--- config.mk ---
export PLATFORM = sky130hd
export DESIGN_NAME = mc_issue_ctrl_flat
export DESIGN_NICKNAME = d
export VERILOG_FILES = /design/src/rtl/mc_issue_ctrl_pkg.sv /design/src/rtl/mc_issue_ctrl_if.sv /design/src/rtl/mc_watchdog.sv /design/src/rtl/mc_issue_ctrl.sv /design/src/flat_wrapper.sv
export SDC_FILE = /design/constraint.sdc
export NUM_CORES = 1
export LEC_CHECK = 0
export CORE_ASPECT_RATIO = 0.7
export CORE_MARGIN = 8
export CORE_UTILIZATION = 42
export CTS_CLUSTER_DIAMETER = 50
export DETAILED_ROUTE_END_ITERATION = 10
export MAX_ROUTING_LAYER = met4
export PLACE_DENSITY = 0.81
export SYNTH_ARGS = -nofsm -noshare
export SYNTH_HDL_FRONTEND = slang
export SYNTH_HIERARCHICAL = 1
export SYNTH_SLANG_ARGS = --single-unit
--- constraint.sdc ---
create_clock -name clk -period 8.6 [get_ports clk]
set_clock_uncertainty 0.2 [all_clocks]
set_input_delay 2.15 -clock clk [delete_from_list [all_inputs] [get_ports clk]]
set_output_delay 2.15 -clock clk [all_outputs]
set_load 0.05 [all_outputs]
--- src/rtl/mc_issue_ctrl_pkg.sv ---
// Shared definitions for the multi-cycle issue controller:
// op select encodings and controller state encodings.
package mc_issue_ctrl_pkg;

    localparam logic [1:0] OP_CLZ  = 2'd0;
    localparam logic [1:0] OP_DIV  = 2'd1;
    localparam logic [1:0] OP_DIVU = 2'd2;
    localparam logic [1:0] OP_RSVD = 2'd3;

    typedef enum logic [1:0] {
        S_IDLE = 2'd0,
        S_ARM  = 2'd1,
        S_RUN  = 2'd2,
        S_WB   = 2'd3
    } state_t;

    function automatic logic op_ok(input logic [1:0] sel);
        return sel != OP_RSVD;
    endfunction

endpackage

--- src/rtl/mc_issue_ctrl_if.sv ---
// Bus between decode, the iterative units and the issue controller.
// master = decode/units side, slave = the controller.
interface mc_issue_ctrl_if;

    logic        op_valid;
    logic [1:0]  op_sel;
    logic [31:0] rs_data;
    logic [31:0] rt_data;
    logic [4:0]  rd_addr;
    logic        stall;

    logic        clz_start;
    logic [31:0] clz_in;
    logic        clz_busy;
    logic [31:0] clz_result;

    logic        div_start;
    logic        div_signed;
    logic [31:0] div_a;
    logic [31:0] div_b;
    logic        div_busy;
    logic [31:0] div_q;
    logic [31:0] div_r;

    logic        rf_we;
    logic [4:0]  rf_waddr;
    logic [31:0] rf_wdata;
    logic        hilo_we;
    logic [31:0] hi_wdata;
    logic [31:0] lo_wdata;
    logic        err;

    modport master (
        output op_valid, op_sel, rs_data, rt_data, rd_addr,
        output clz_busy, clz_result,
        output div_busy, div_q, div_r,
        input  stall, clz_start, clz_in,
        input  div_start, div_signed, div_a, div_b,
        input  rf_we, rf_waddr, rf_wdata,
        input  hilo_we, hi_wdata, lo_wdata, err
    );

    modport slave (
        input  op_valid, op_sel, rs_data, rt_data, rd_addr,
        input  clz_busy, clz_result,
        input  div_busy, div_q, div_r,
        output stall, clz_start, clz_in,
        output div_start, div_signed, div_a, div_b,
        output rf_we, rf_waddr, rf_wdata,
        output hilo_we, hi_wdata, lo_wdata, err
    );

endinterface

--- src/rtl/mc_watchdog.sv ---
// RUN-cycle watchdog: counts busy cycles of the active unit and
// flags the cycle whose increment would bring the count to TIMEOUT.
module mc_watchdog #(
    parameter int TIMEOUT = 64,
    parameter int CW      = 7
) (
    input  logic clk,
    input  logic reset,
    input  logic clr,
    input  logic en,
    output logic hit
);

    localparam logic [CW-1:0] LAST = CW'(TIMEOUT - 1);

    logic [CW-1:0] cnt;

    // busy-cycle counter, cleared while the unit is being armed
    always_ff @(posedge clk or posedge reset) begin
        if (reset) begin
            cnt <= '0;
        end else if (clr) begin
            cnt <= '0;
        end else if (en) begin
            cnt <= cnt + 1'b1;
        end
    end

    assign hit = en & (cnt == LAST);

endmodule

--- src/rtl/mc_issue_ctrl.sv ---
// Issue/writeback controller for the iterative CLZ and divide units.
// Launches one op, stalls decode while the unit runs, then writes back.
module mc_issue_ctrl
    import mc_issue_ctrl_pkg::*;
#(
    parameter int TIMEOUT = 64,
    parameter int CW      = 7
) (
    input  logic           clk,
    input  logic           reset,
    mc_issue_ctrl_if.slave bus
);

    state_t      state;
    logic [1:0]  sel;
    logic [4:0]  rd;

    logic        clz_start;
    logic [31:0] clz_in;
    logic        div_start;
    logic        div_signed;
    logic [31:0] div_a;
    logic [31:0] div_b;

    logic        rf_we;
    logic [4:0]  rf_waddr;
    logic [31:0] rf_wdata;
    logic        hilo_we;
    logic [31:0] hi_wdata;
    logic [31:0] lo_wdata;
    logic        err;

    logic        accept;
    logic        unit_busy;
    logic        wd_clr;
    logic        wd_en;
    logic        wd_hit;

    assign accept    = (state == S_IDLE) & bus.op_valid & op_ok(bus.op_sel);
    assign unit_busy = (sel == OP_CLZ) ? bus.clz_busy : bus.div_busy;
    assign wd_clr    = (state == S_ARM);
    assign wd_en     = (state == S_RUN) & unit_busy;

    mc_watchdog #(
        .TIMEOUT(TIMEOUT),
        .CW     (CW)
    ) u_watchdog (
        .clk  (clk),
        .reset(reset),
        .clr  (wd_clr),
        .en   (wd_en),
        .hit  (wd_hit)
    );

    // issue FSM: latch op, pulse start, wait on busy, write back
    always_ff @(posedge clk or posedge reset) begin
        if (reset) begin
            state      <= S_IDLE;
            sel        <= OP_CLZ;
            rd         <= '0;
            clz_start  <= 1'b0;
            clz_in     <= '0;
            div_start  <= 1'b0;
            div_signed <= 1'b0;
            div_a      <= '0;
            div_b      <= '0;
            rf_we      <= 1'b0;
            rf_waddr   <= '0;
            rf_wdata   <= '0;
            hilo_we    <= 1'b0;
            hi_wdata   <= '0;
            lo_wdata   <= '0;
            err        <= 1'b0;
        end else begin
            clz_start <= 1'b0;
            div_start <= 1'b0;
            rf_we     <= 1'b0;
            hilo_we   <= 1'b0;
            unique case (state)
                S_IDLE: begin
                    if (accept) begin
                        sel <= bus.op_sel;
                        rd  <= bus.rd_addr;
                        if (bus.op_sel == OP_CLZ) begin
                            clz_in    <= bus.rs_data;
                            clz_start <= 1'b1;
                        end else begin
                            div_a      <= bus.rs_data;
                            div_b      <= bus.rt_data;
                            div_signed <= (bus.op_sel == OP_DIV);
                            div_start  <= 1'b1;
                        end
                        state <= S_ARM;
                    end
                end
                S_ARM: begin
                    state <= S_RUN;
                end
                S_RUN: begin
                    if (!unit_busy) begin
                        if (sel == OP_CLZ) begin
                            rf_we    <= 1'b1;
                            rf_waddr <= rd;
                            rf_wdata <= bus.clz_result;
                        end else begin
                            hilo_we  <= 1'b1;
                            hi_wdata <= bus.div_r;
                            lo_wdata <= bus.div_q;
                        end
                        state <= S_WB;
                    end else if (wd_hit) begin
                        err   <= 1'b1;
                        state <= S_IDLE;
                    end
                end
                S_WB: begin
                    state <= S_IDLE;
                end
            endcase
        end
    end

    assign bus.stall      = accept | (state == S_ARM) | (state == S_RUN);
    assign bus.clz_start  = clz_start;
    assign bus.clz_in     = clz_in;
    assign bus.div_start  = div_start;
    assign bus.div_signed = div_signed;
    assign bus.div_a      = div_a;
    assign bus.div_b      = div_b;
    assign bus.rf_we      = rf_we;
    assign bus.rf_waddr   = rf_waddr;
    assign bus.rf_wdata   = rf_wdata;
    assign bus.hilo_we    = hilo_we;
    assign bus.hi_wdata   = hi_wdata;
    assign bus.lo_wdata   = lo_wdata;
    assign bus.err        = err;

endmodule

--- src/flat_wrapper.sv ---
// flat-port wrapper written by rule: the top's interface ports become plain ports
module mc_issue_ctrl_flat import mc_issue_ctrl_pkg::*;
#(
    parameter int TIMEOUT = 64,
    parameter int CW      = 7
)
  (clk, reset, bus_op_valid, bus_op_sel, bus_rs_data, bus_rt_data, bus_rd_addr, bus_clz_busy, bus_clz_result, bus_div_busy, bus_div_q, bus_div_r, bus_stall, bus_clz_start, bus_clz_in, bus_div_start, bus_div_signed, bus_div_a, bus_div_b, bus_rf_we, bus_rf_waddr, bus_rf_wdata, bus_hilo_we, bus_hi_wdata, bus_lo_wdata, bus_err);
  mc_issue_ctrl_if bus_i ();
  input  logic clk;
  input  logic reset;
  input wire logic [$bits(bus_i.op_valid)-1:0] bus_op_valid;
  input wire logic [$bits(bus_i.op_sel)-1:0] bus_op_sel;
  input wire logic [$bits(bus_i.rs_data)-1:0] bus_rs_data;
  input wire logic [$bits(bus_i.rt_data)-1:0] bus_rt_data;
  input wire logic [$bits(bus_i.rd_addr)-1:0] bus_rd_addr;
  input wire logic [$bits(bus_i.clz_busy)-1:0] bus_clz_busy;
  input wire logic [$bits(bus_i.clz_result)-1:0] bus_clz_result;
  input wire logic [$bits(bus_i.div_busy)-1:0] bus_div_busy;
  input wire logic [$bits(bus_i.div_q)-1:0] bus_div_q;
  input wire logic [$bits(bus_i.div_r)-1:0] bus_div_r;
  output wire logic [$bits(bus_i.stall)-1:0] bus_stall;
  output wire logic [$bits(bus_i.clz_start)-1:0] bus_clz_start;
  output wire logic [$bits(bus_i.clz_in)-1:0] bus_clz_in;
  output wire logic [$bits(bus_i.div_start)-1:0] bus_div_start;
  output wire logic [$bits(bus_i.div_signed)-1:0] bus_div_signed;
  output wire logic [$bits(bus_i.div_a)-1:0] bus_div_a;
  output wire logic [$bits(bus_i.div_b)-1:0] bus_div_b;
  output wire logic [$bits(bus_i.rf_we)-1:0] bus_rf_we;
  output wire logic [$bits(bus_i.rf_waddr)-1:0] bus_rf_waddr;
  output wire logic [$bits(bus_i.rf_wdata)-1:0] bus_rf_wdata;
  output wire logic [$bits(bus_i.hilo_we)-1:0] bus_hilo_we;
  output wire logic [$bits(bus_i.hi_wdata)-1:0] bus_hi_wdata;
  output wire logic [$bits(bus_i.lo_wdata)-1:0] bus_lo_wdata;
  output wire logic [$bits(bus_i.err)-1:0] bus_err;
  assign bus_i.op_valid = bus_op_valid;
  assign bus_i.op_sel = bus_op_sel;
  assign bus_i.rs_data = bus_rs_data;
  assign bus_i.rt_data = bus_rt_data;
  assign bus_i.rd_addr = bus_rd_addr;
  assign bus_i.clz_busy = bus_clz_busy;
  assign bus_i.clz_result = bus_clz_result;
  assign bus_i.div_busy = bus_div_busy;
  assign bus_i.div_q = bus_div_q;
  assign bus_i.div_r = bus_div_r;
  assign bus_stall = bus_i.stall;
  assign bus_clz_start = bus_i.clz_start;
  assign bus_clz_in = bus_i.clz_in;
  assign bus_div_start = bus_i.div_start;
  assign bus_div_signed = bus_i.div_signed;
  assign bus_div_a = bus_i.div_a;
  assign bus_div_b = bus_i.div_b;
  assign bus_rf_we = bus_i.rf_we;
  assign bus_rf_waddr = bus_i.rf_waddr;
  assign bus_rf_wdata = bus_i.rf_wdata;
  assign bus_hilo_we = bus_i.hilo_we;
  assign bus_hi_wdata = bus_i.hi_wdata;
  assign bus_lo_wdata = bus_i.lo_wdata;
  assign bus_err = bus_i.err;
  mc_issue_ctrl #(.TIMEOUT(TIMEOUT), .CW(CW)) u_core (.clk(clk), .reset(reset), .bus(bus_i));
endmodule
==> results_dict.tcl <==
set metrics [dict create \
    final_area_um2 13190 \
    dpl_cell_area_um2 12370 \
    ys_warn_count 6 \
    area_growth_pct 57.60 \
    min_path_type "reg -> reg" \
    hold_start "u_core/bus.err$_DFFE_PP0P_" \
    yosys.area.top_type_share_pct 65.49 \
    leakagePower_nw 5.680 \
    grt_pass1_wl_um 35420 \
    vias_per_cell 4.744 \
    avgSynthCellArea_um2 16.74 \
    grt-ovfl-total 0 \
    cts_root_buffer "clkbuf_16" \
    cts_resized 0 \
    period_needed_ns 6.777 \
    ant_nets 0 \
    portBuffers 375 \
    place_ws_ns 1.813 \
    synth_top_area_cell "dfrtp_1" \
    syn_nets 673 \
    syn_area_um2 8368 \
    synth_area_leaders "dfrtp_1 (65%), mux2_2 (23%), mux2_4 (5.2%)" \
    clk_pin_slew_ns 0.06 \
    synth-async-reset-ratio_pct 100.0 \
    ctsHtreeMaxLevel 1 \
    yosys.cell_count.top_type "dfrtp_1" \
    critPathArrivalTime_ns 4.43 \
    detail_route.wl_per_cell_um 20.23 \
    core-area_um2 19690 \
    antenna_found_initial 1 \
    cts_made_buffers 22 \
    hold_viol 0 \
    startpoint "bus_op_valid" \
    synth_edf_count 0 \
    p_total_mw 6.459 \
    p_per_area_nw_per_um2 489.8 \
    setup_violations 0 \
    grt_use_total_pct 18.86 \
    start_util_pct 42.50 \
    holdWs_ns 0.2535 \
    final_net_count 1055 \
    ys_seq_area_share_pct 65.49 \
    clkLatencyLatePin_ns 0.50 \
    finalSetupTns_ns 0 \
    fin_ws_ns 1.823 \
    grt_pass1_vias 6061 \
    worst_slew_pin_slew_ns 0.9323 \
    syn_inst 500 \
    cp-end-kind "output pin" \
    fmax_mhz 147.6 \
    ir_drop_uv 319.4 \
    final_util_pct 66.97 \
    postCtsSetupBuffers 0 \
    cap_violations 0 \
    synth_seq_cells 219 \
    r2r_start "u_core/sel[1]$_DFFE_PP0P_" \
    die_w_um 184.7 \
    period_share_pct 78.80 \
    path_class "in -> out" \
    ios 376 \
    dp.cells 1128 \
    yosysUniqueCellTypes 34 \
    routed-via-count 5541 \
    cp_max_fo 7 \
    drive_above_1_share_pct 27.98 \
    hpwl_um 17790 \
    clkSinkCount 219 \
    die_area_um2 24770 \
    gp_congestion 0.7759 \
    synth_common_cells "dfrtp_1 (219), mux2_2 (172), mux2_4 (29)" \
    drt_first_iter_violations 198 \
    yosys_most_used_dff "dfrtp_1" \
    final_cells 1168 \
    grt_max_degree 73 \
    crit_path_start_kind "input port" \
    cts_buffer_depth 3 \
    route.detailed.drc 0 \
    holdBufCountCts 0 \
    crit_required_ns 6.25 \
    rows 43 \
    rsz0062_at_grt "no" \
    cts_tree "done" \
    drt-total-wl_um 23620 \
    drt_pass1_iterations 4 \
    slew_headroom_pct 37.85 \
    die_h_um 134.1 \
    status "complete, no violations" \
    slew_violations 0 \
]
==> cell families (layout without fill, tap and decap cells) <==
kind of cell             count (synthesis)  in the layout  synth area share (%)
adder cells (fa/ha/maj)                  1              1                0.1495
XOR/XNOR                                 5              5                0.5233
flip-flops                             219            219                 65.49
AO/OA/AOI/OAI                           13             13                 1.047
buffers and inverters                   30            427                 2.258
multiplexers                           204            204                 28.74
other                                    0              1                     0
AND/OR/NAND/NOR                         28             28                 1.794
==> where the power goes <==
part,switching [mW],internal [mW]
combinational,2.27,1.34
clock,0.389,0.671
sequential,0.259,1.53
==> layout by cell type, fill, tap and decap left out, drive strengths merged, types with 2 or more instances in the layout <==
master	Yosys	routed
or3b	2	2
dfrtp	219	219
or3	3	3
inv	7	7
nand2	5	5
nand4	2	2
a21oi	3	3
clkbuf	3	29
nand2b	2	2
o21ai	4	4
bufinv	0	5
nor2	8	8
clkinv	0	4
mux2	203	203
xor2	4	4
clkdlybuf4s50	0	375
buf	20	6
==> cell type report <==
type                    count  area (µm²)
repair buffers            381        3799
inverters                   7       33.78
flip-flops and latches    219        5480
fillers                  1429        6504
well taps                 270       337.8
clock inverters            10       177.7
clock buffers              29       638.1
multi-input cells         251        2719
diodes                      1       2.502
==> registers in the layout, summed over array words and instances (netlist names) <==
signal	flops
u_core/bus.div_signed	1
u_core/state	2
u_core/u_watchdog/cnt	7
u_core/bus.hilo_we	1
u_core/sel	2
u_core/bus.div_a	32
u_core/bus.rf_wdata	32
u_core/bus.div_b	32
u_core/bus.div_start	1
u_core/rd	5
u_core/bus.lo_wdata	32
u_core/bus.hi_wdata	32
u_core/bus.rf_waddr	5
u_core/bus.err	1
u_core/bus.clz_start	1
u_core/bus.rf_we	1
u_core/bus.clz_in	32
==> worst max-delay path, stage by stage <==
cell and delay, ns:
clkdlybuf4s50_1 0.47, nor3b_1 0.46, nand2b_1 0.33, nand3_1 0.18
clkdlybuf4s50_1 0.83
==> metal layers <==
| layer | share of wire [%] | global-route usage (%) | vias to the layer above | wire length [µm] |
|---|---|---|---|---|
| met3 | 10 | 7.079 | 45 | 2438 |
| li1 | - | - | 2525 | - |
| met1 | 38 | 21.16 | 2741 | 9009 |
| met2 | 48 | 31.21 | 230 | 11440 |
| met5 | 0 | - | - | 0 |
| met4 | 3.1 | 5.585 | 0 | 737 |
==> path summary, 6_finish.rpt <==
kind / to / slack (ns) / cells past startpoint
worst min register to register: u_core/bus.err$_DFFE_PP0P_ / 0.25 / 1
worst max-delay path: bus_stall / 1.82 / 5
worst min-delay path: u_core/bus.err$_DFFE_PP0P_ / 0.25 / 1
worst max register to register: u_core/state[1]$_DFFE_PP0P_ / 5.85 / 7
min in group asynchronous: u_core/u_watchdog/cnt[1]$_DFFE_PP0P_ / 1.86 / 2
max in group asynchronous: u_core/bus.div_a[18]$_DFFE_PP0P_ / 4.94 / 3
No activity file was read; power rests on OpenSTA's default activity.
